## config.mk

```make
export PLATFORM = sky130hd
export DESIGN_NAME = scan_decoder
export DESIGN_NICKNAME = d
export VERILOG_FILES = /design/src/rtl/scan_decoder.sv
export SDC_FILE = /design/constraint.sdc
export NUM_CORES = 1
export LEC_CHECK = 0
export ABC_AREA = 1
export BUFFER_PORTS_ARGS = -buffer_cell sky130_fd_sc_hd__buf_2
export CAP_MARGIN = 40
export CORE_ASPECT_RATIO = 1.4
export CORE_MARGIN = 4
export CORE_UTILIZATION = 55
export CTS_CLUSTER_DIAMETER = 40
export DETAILED_ROUTE_END_ITERATION = 6
export PLACE_DENSITY_LB_ADDON = 0.08
export SYNTH_ARGS = -nofsm -noshare
export SYNTH_HDL_FRONTEND = slang
export SYNTH_SLANG_ARGS = --single-unit
```

## constraint.sdc

```tcl
create_clock -name clk -period 3.1 [get_ports clk]
set_input_delay 0.62 -clock clk [delete_from_list [all_inputs] [get_ports clk]]
set_output_delay 0.62 -clock clk [all_outputs]
set_load 0.01 [all_outputs]
```

## src/rtl/scan_decoder.sv

```systemverilog
// scan_decoder: registered one-hot decoder with a direct mode and a
// prescaled auto-scan mode.
//
// Parameters:
//   W        - select-code width (1..6); dout is 2**W bits wide.
//   PRESCALE - clock cycles per scan step (1..255).
//
// Build option:
//   SCAN_DECODER_ACTIVE_LOW_EN - when defined, dout is one-cold: every bit
//   is inverted, so dout is all ones in OFF and during reset. idx, wrap and
//   the state machine behave identically in both builds.
//
// Every output is a flop. The incoming en/mode pick the state that the next
// edge enters, and that edge already produces the new state's outputs.
module scan_decoder #(
    parameter int W        = 3,
    parameter int PRESCALE = 4
) (
    input  logic               clk,
    input  logic               rst_n,
    input  logic               en,
    input  logic               mode,
    input  logic [W-1:0]       sel,
    input  logic               load,
    input  logic               dir,
    output logic [(2**W)-1:0]  dout,
    output logic [W-1:0]       idx,
    output logic               wrap
);

    localparam int N = 2 ** W;

    localparam logic [W-1:0] IDX_MAX  = {W{1'b1}};
    localparam logic [7:0]   PRE_LAST = 8'(PRESCALE - 1);

`ifdef SCAN_DECODER_ACTIVE_LOW_EN
    localparam logic [N-1:0] POL = '1;
`else
    localparam logic [N-1:0] POL = '0;
`endif

    typedef enum logic [1:0] {
        ST_OFF,
        ST_DIRECT,
        ST_SCAN
    } state_t;

    state_t       state_q;
    state_t       nxt_state;
    logic [7:0]   pre_q;
    logic [7:0]   nxt_pre;
    logic [W-1:0] nxt_idx;
    logic         nxt_wrap;
    logic [N-1:0] nxt_dout;

    function automatic logic [N-1:0] onehot(input logic [W-1:0] v);
        logic [N-1:0] r;
        r    = '0;
        r[v] = 1'b1;
        return r;
    endfunction

    // Next state and next output values, chosen by the state being entered.
    always_comb begin
        nxt_state = ST_OFF;
        nxt_idx   = idx;
        nxt_pre   = '0;
        nxt_wrap  = 1'b0;
        nxt_dout  = POL;

        if (en) begin
            nxt_state = mode ? ST_SCAN : ST_DIRECT;
        end

        case (nxt_state)
            ST_OFF: begin
                nxt_dout = POL;
            end
            ST_DIRECT: begin
                nxt_idx  = sel;
                nxt_dout = onehot(sel) ^ POL;
            end
            ST_SCAN: begin
                if (load) begin
                    nxt_idx = sel;
                end else if (state_q == ST_SCAN) begin
                    if (pre_q == PRE_LAST) begin
                        if (dir) begin
                            nxt_idx  = idx + 1'b1;
                            nxt_wrap = (idx == IDX_MAX);
                        end else begin
                            nxt_idx  = idx - 1'b1;
                            nxt_wrap = (idx == '0);
                        end
                    end else begin
                        nxt_pre = pre_q + 8'd1;
                    end
                end
                nxt_dout = onehot(nxt_idx) ^ POL;
            end
            default: begin
                nxt_dout = POL;
            end
        endcase
    end

    // State and output registers; reset forces OFF with a cleared count.
    always_ff @(posedge clk or negedge rst_n) begin
        if (!rst_n) begin
            state_q <= ST_OFF;
            pre_q   <= '0;
            idx     <= '0;
            wrap    <= 1'b0;
            dout    <= POL;
        end else begin
            state_q <= nxt_state;
            pre_q   <= nxt_pre;
            idx     <= nxt_idx;
            wrap    <= nxt_wrap;
            dout    <= nxt_dout;
        end
    end

endmodule

```

Word-level counts from Yosys, hierarchy flattened. Cells that the tools add are included.

Add/subtract/negate cells: 3. $lt $le $gt $ge: 4. Eq/ne operators: 5. Multiplexer cells: 22. Reductions and logical operators: 4.

Operators by type and width (count): 8-bit 2-to-1 mux (4); 8-bit case mux with 2 select lines (1); 3-bit 2-to-1 mux (5); 8-bit by 1-bit adder with 8-bit output (second input constant) (1); 8-bit by 2-bit equality test with 1-bit output (second input constant) (1); 3-bit by 4-bit < comparator with 1-bit output (second input constant) (2); 1-bit 2-to-1 mux (7); 1-bit demux with 3-bit select (2); 3-bit by 1-bit greater-or-equal comparator with 1-bit output (second input constant) (2); 3-bit case mux with 2 select lines (1); 2-bit equality test (second input constant) (2); 2-bit 2-to-1 mux (2); 3-bit by 1-bit adder with 3-bit output (second input constant) (1); 3-bit equality test (second input constant) (1); 3-bit zero test (1); 3-bit by 1-bit subtractor with 3-bit output (second input constant) (1); 2-bit by 1-bit equality test with 1-bit output (second input constant) (1); 1-bit logical AND (2); 2-bit nonzero test (1).

Bits in registers: 22. Output and inout bits: 12. Word-level logic and storage cells: 43.

Logic depth before layout (Yosys ltp).
Word-level depth: 11. Mapped depth: 13. Depth with buffers taken out: 13.

Worst setup path before layout. No wires, ideal clock.

Kind: input -> register. Start point: in dir. End point: reg dout[0]. Library setup time: 0.116 ns. Arrival: 1.671 ns. Data required time: 2.984 ns. Path slack: 1.313 ns. Stages: 11. Buffers on the path: 0. Cell sequence: fa_1 -> nand2_1 -> inv_1 -> nor2_2 -> nand2_1 -> nand2_1 -> nand3_1 -> nand2_2 -> nor2_2 -> nand2_1 -> nand2_1.

Cells in the longest elaborated chain, start to end: 10. Elaborated cells on any way between the ends: 11. Classes of those cells: order compare (2); mux (8); reduce/logical (1).

RTL lines: start, declared (line 25) `input logic dir,`; 3-bit 2-to-1 mux (*) (line 88) `if (dir) begin`; 3-bit 2-to-1 mux (*) (line 87) `if (pre_q == PRE_LAST) begin`; 3-bit 2-to-1 mux (*) (line 86) `end else if (state_q == ST_SCAN) begin`; 3-bit 2-to-1 mux (*) (line 84) `if (load) begin`; 3-bit 2-to-1 mux (*) (line 75) `case (nxt_state)`; 3-bit by 4-bit < comparator with 1-bit output (implied by the code) or 3-bit by 1-bit greater-or-equal comparator with 1-bit output (tied branches) (line 59) `r[v] = 1'b1;`; 1-bit logical AND (implied by the code) (line 59); 1-bit 2-to-1 mux (implied by the code) (line 59); 1-bit demux with 3-bit select (*) (line 59); 8-bit case mux with 2 select lines (*) (line 75); named net nxt_dout[0] (line 54) `logic [N-1:0] nxt_dout;`; end signal, assigned (line 120) `dout <= nxt_dout;`; end, declared (line 26) `output logic [(2**W)-1:0] dout,`.

The timed path passes the listed nets; every way through them passes the cells marked *. The select of a mux whose other input is x is not followed. A chain may end at the register's enable or synchronous reset.

Worst setup path after layout.
Start point: reg idx[0]. End point: reg dout[0].

Cells in the longest elaborated chain, start to end: 11. Elaborated cells on any way between the ends: 13. Classes of those cells: add/sub (2); order compare (2); mux (8); reduce/logical (1).

RTL lines: start, declared (line 27) `output logic [W-1:0] idx,`; start signal, assigned (line 118) `idx <= nxt_idx;`; 3-bit by 1-bit subtractor with 3-bit output or 3-bit by 1-bit adder with 3-bit output (tied branches) (line 92, 89); 3-bit 2-to-1 mux (line 88); 3-bit 2-to-1 mux (line 87); 3-bit 2-to-1 mux (*) (line 86); 3-bit 2-to-1 mux (*) (line 84); 3-bit 2-to-1 mux (*) (line 75); 3-bit by 4-bit < comparator with 1-bit output (implied by the code) or 3-bit by 1-bit greater-or-equal comparator with 1-bit output (tied branches) (line 59); 1-bit logical AND (implied by the code) (line 59); 1-bit 2-to-1 mux (implied by the code) (line 59); 1-bit demux with 3-bit select (*) (line 59); 8-bit case mux with 2 select lines (*) (line 75); named net nxt_dout[0] (line 54).

Marks and branches as above.

==> impl_metrics.tcl <==
set metrics [dict create \
    die_area_um2 3210 \
    crit_chain "inv_1 > fa_1 > nand2_1 > inv_1 > nor2_2 > nand2_1 > nand2_1 > nand3_1 > nand2_2 > nor2_2 > nand2_1 > nand2_1" \
    num_vias 1098 \
    ctsHoldBuffers 0 \
    cts_tree "yes" \
    yosys.area.top_type_share 0.425 \
    synth_common_cells "51 x nand2_1, 23 x inv_1, 22 x dfrtp_1" \
    place_area_um2 1410 \
    pin_count 21 \
    rr_worst_depth 12 \
    cts_resized 0 \
    fin_area_um2 1460 \
    numPortBuffers 20 \
    die_w_um 49.0 \
    core_area_um2 2200 \
    cpPeakStageDelay_ps 450 \
    slew_headroom 0.690 \
    timing.rr.end "dout[0]" \
    synth_edf_count 0 \
    grt_max_degree 23 \
    timing.rr.start "idx[0]" \
    synth_area_um2 1290 \
    max_cap_violations 0 \
    vdd_drop_max_mv 0.430 \
    min_period_ps 1840 \
    r2r_slack_ps 1260 \
    cts_setup_buffers 0 \
    fp-row-count 20 \
    hold_viol_final 0 \
    ys_seq_area_frac 0.425 \
    detail_route.wl_per_cell_um 12.0 \
    final-max-slew-violation-count 0 \
    n_antenna_cell 0 \
    grt_pass1_wl_mm 4.56 \
    drt_wl_total_mm 2.50 \
    fin_crit_sh 0.594 \
    worstMarginPinSlew_ps 465 \
    ant_nets 0 \
    path_max_fanout 5 \
    antenna_found_initial 0 \
    crit_type "reg -> reg" \
    htree_levels 1 \
    netlist_instances 164 \
    cp_data_arrival_time_ps 2050 \
    crit_buf_inv 2 \
    rsz0062_at_grt "no" \
    synth_top_area_cell "dfrtp_1" \
    synth_ff_type "dfrtp_1" \
    ys_seq_elements 22 \
    hpwl_mm 1.98 \
    root_buffer "clkbuf_4" \
    path_clk_slew_ps 120 \
    leakagePower_nw 0.795 \
    hold_path_class "in -> async" \
    drtPass1Iterations 4 \
    crit_family "simple AND/OR/NAND/NOR gates" \
    grt_pass1_vias 1089 \
    clk_latency_ps 310 \
    track_usage 0.177 \
    start_util 0.588 \
    finClkSkew_ps 5.33 \
    ys_warn_count 0 \
    worstPathRequired_ps 3310 \
    utilization 0.665 \
    overflow 0 \
    synth_most_common_cell "nand2_1" \
    viasPerCell 5.25 \
    final_nets 199 \
    clockBufferDepth 2 \
    numCtsBuffers 3 \
    endpoint_kind "flip-flop" \
    setup_ws_ps 1260 \
    final.setup.tns_ps 0 \
    finalSetupViolCount 0 \
    drtIter0Drc 35 \
    yosysUniqueCellTypes 25 \
    synth_area_leaders "dfrtp_1 43%, nand2_1 15%, inv_1 6.7%" \
    drc 0 \
    crit_top_cell "nand2_1" \
    power_density_nw_per_um2 428 \
    drive_above_1_share 0.278 \
    worstSetupStartpointType "flip-flop" \
    slowest_stage "dfrtp_1" \
    fmax_ghz 0.543 \
    clkSinkCount 22 \
    status "finished, final reports clean" \
    routabilityCongestion 0.926 \
    syn-mean-instance-area_um2 7.90 \
    synthArstFlopShare 1.00 \
    area_delta_synth_final_pct 13.0 \
    holdWs_ps 238 \
    syn_nets 175 \
    pre_cts_ws_ps 1070 \
    dieHeight_um 65.4 \
]
==> worst max path at each step <==
stage / endpoint / depth (start not counted) / startpoint / slack [ps]
3_5_place_dp: dout[1] / 12 / dir / 1070
5_1_grt: dout[3] / 11 / idx[0] / 1080
6_report: dout[0] / 12 / idx[0] / 1260
3_3_place_gp: dout[1] / 12 / dir / 1110
4_1_cts: dout[1] / 12 / idx[0] / 1290
2_1_floorplan: dout[0] / 11 / dir / 1310
==> power breakdown <==
group / switching, mW / internal, mW / leakage (nW) / total (mW)
combinational: 0.0675 / 0.0343 / 0.469 / 0.102
clock: 0.0875 / 0.131 / 0.0279 / 0.218
sequential: 0.00870 / 0.298 / 0.298 / 0.306
==> kinds of logic after synthesis <==
family          after synthesis  share of synthesized area
flops                        22                      0.425
compound gates                7                     0.0406
simple gates                108                      0.430
fa+ha+maj                     2                     0.0251
buf+inv                      25                     0.0792
==> placed cells by master, fill, tap and decap left out <==
cell type / n
a211oi_1: 1
a21oi_1: 3
a21oi_4: 1
a31oi_1: 1
and3_1: 2
buf_2: 20
bufinv_16: 1
clkbuf_4: 3
clkinv_2: 1
dfrtp_1: 22
fa_1: 1
ha_1: 1
inv_1: 23
nand2_1: 51
nand2_2: 7
nand3_1: 14
nand3_2: 3
nand3b_1: 1
nor2_1: 12
nor2_2: 9
nor2_4: 1
nor2_8: 1
nor3_1: 1
nor3_2: 2
nor3b_2: 3
o211ai_1: 1
or2_1: 1
==> area by class of cell <==
| type | count | area, um^2 |
|---|---|---|
| Timing Repair Buffer | 20 | 100 |
| Clock buffer | 3 | 22.5 |
| Clock inverter | 1 | 30.0 |
| Tap cell | 22 | 27.5 |
| Fill cell | 197 | 738 |
| Sequential cell | 22 | 551 |
| Inverter | 24 | 91.3 |
| Multi-Input combinational cell | 117 | 642 |
==> flip-flops by register name (all words and copies together) (netlist names) <==
| signal | count |
|---|---|
| pre_q | 8 |
| idx | 3 |
| state_q | 2 |
| wrap | 1 |
| dout | 8 |
==> worst reg2reg max path: stages (launching register included) <==
cell and delay [ps]:
dfrtp_1 450, inv_1 110, fa_1 420, nand2_1 80, inv_1 40, nor2_2 140, nand2_1 90, nand2_1 70
nand3_1 80, nand2_2 110, nor2_2 50, nand2_1 50, nand2_1 50
==> metal layers <==
| layer | global-route usage | up-vias | wire [um] |
|---|---|---|---|
| li1 | - | 557 | - |
| met1 | 0.197 | 510 | 1030 |
| met2 | 0.338 | 27 | 1360 |
| met3 | 0.0249 | 4 | 91 |
| met4 | 0.0572 | 0 | 28 |
| met5 | 0 | - | 0 |
==> per-stage QoR <==
step                power [mW]  std cells
CTS                      0.630        209
finish                   0.626        209
floorplan                0.375        164
global route             0.660        209
detailed placement       0.413        205
global placement         0.411        205
Note: power is estimated with default switching activity, not from simulation.
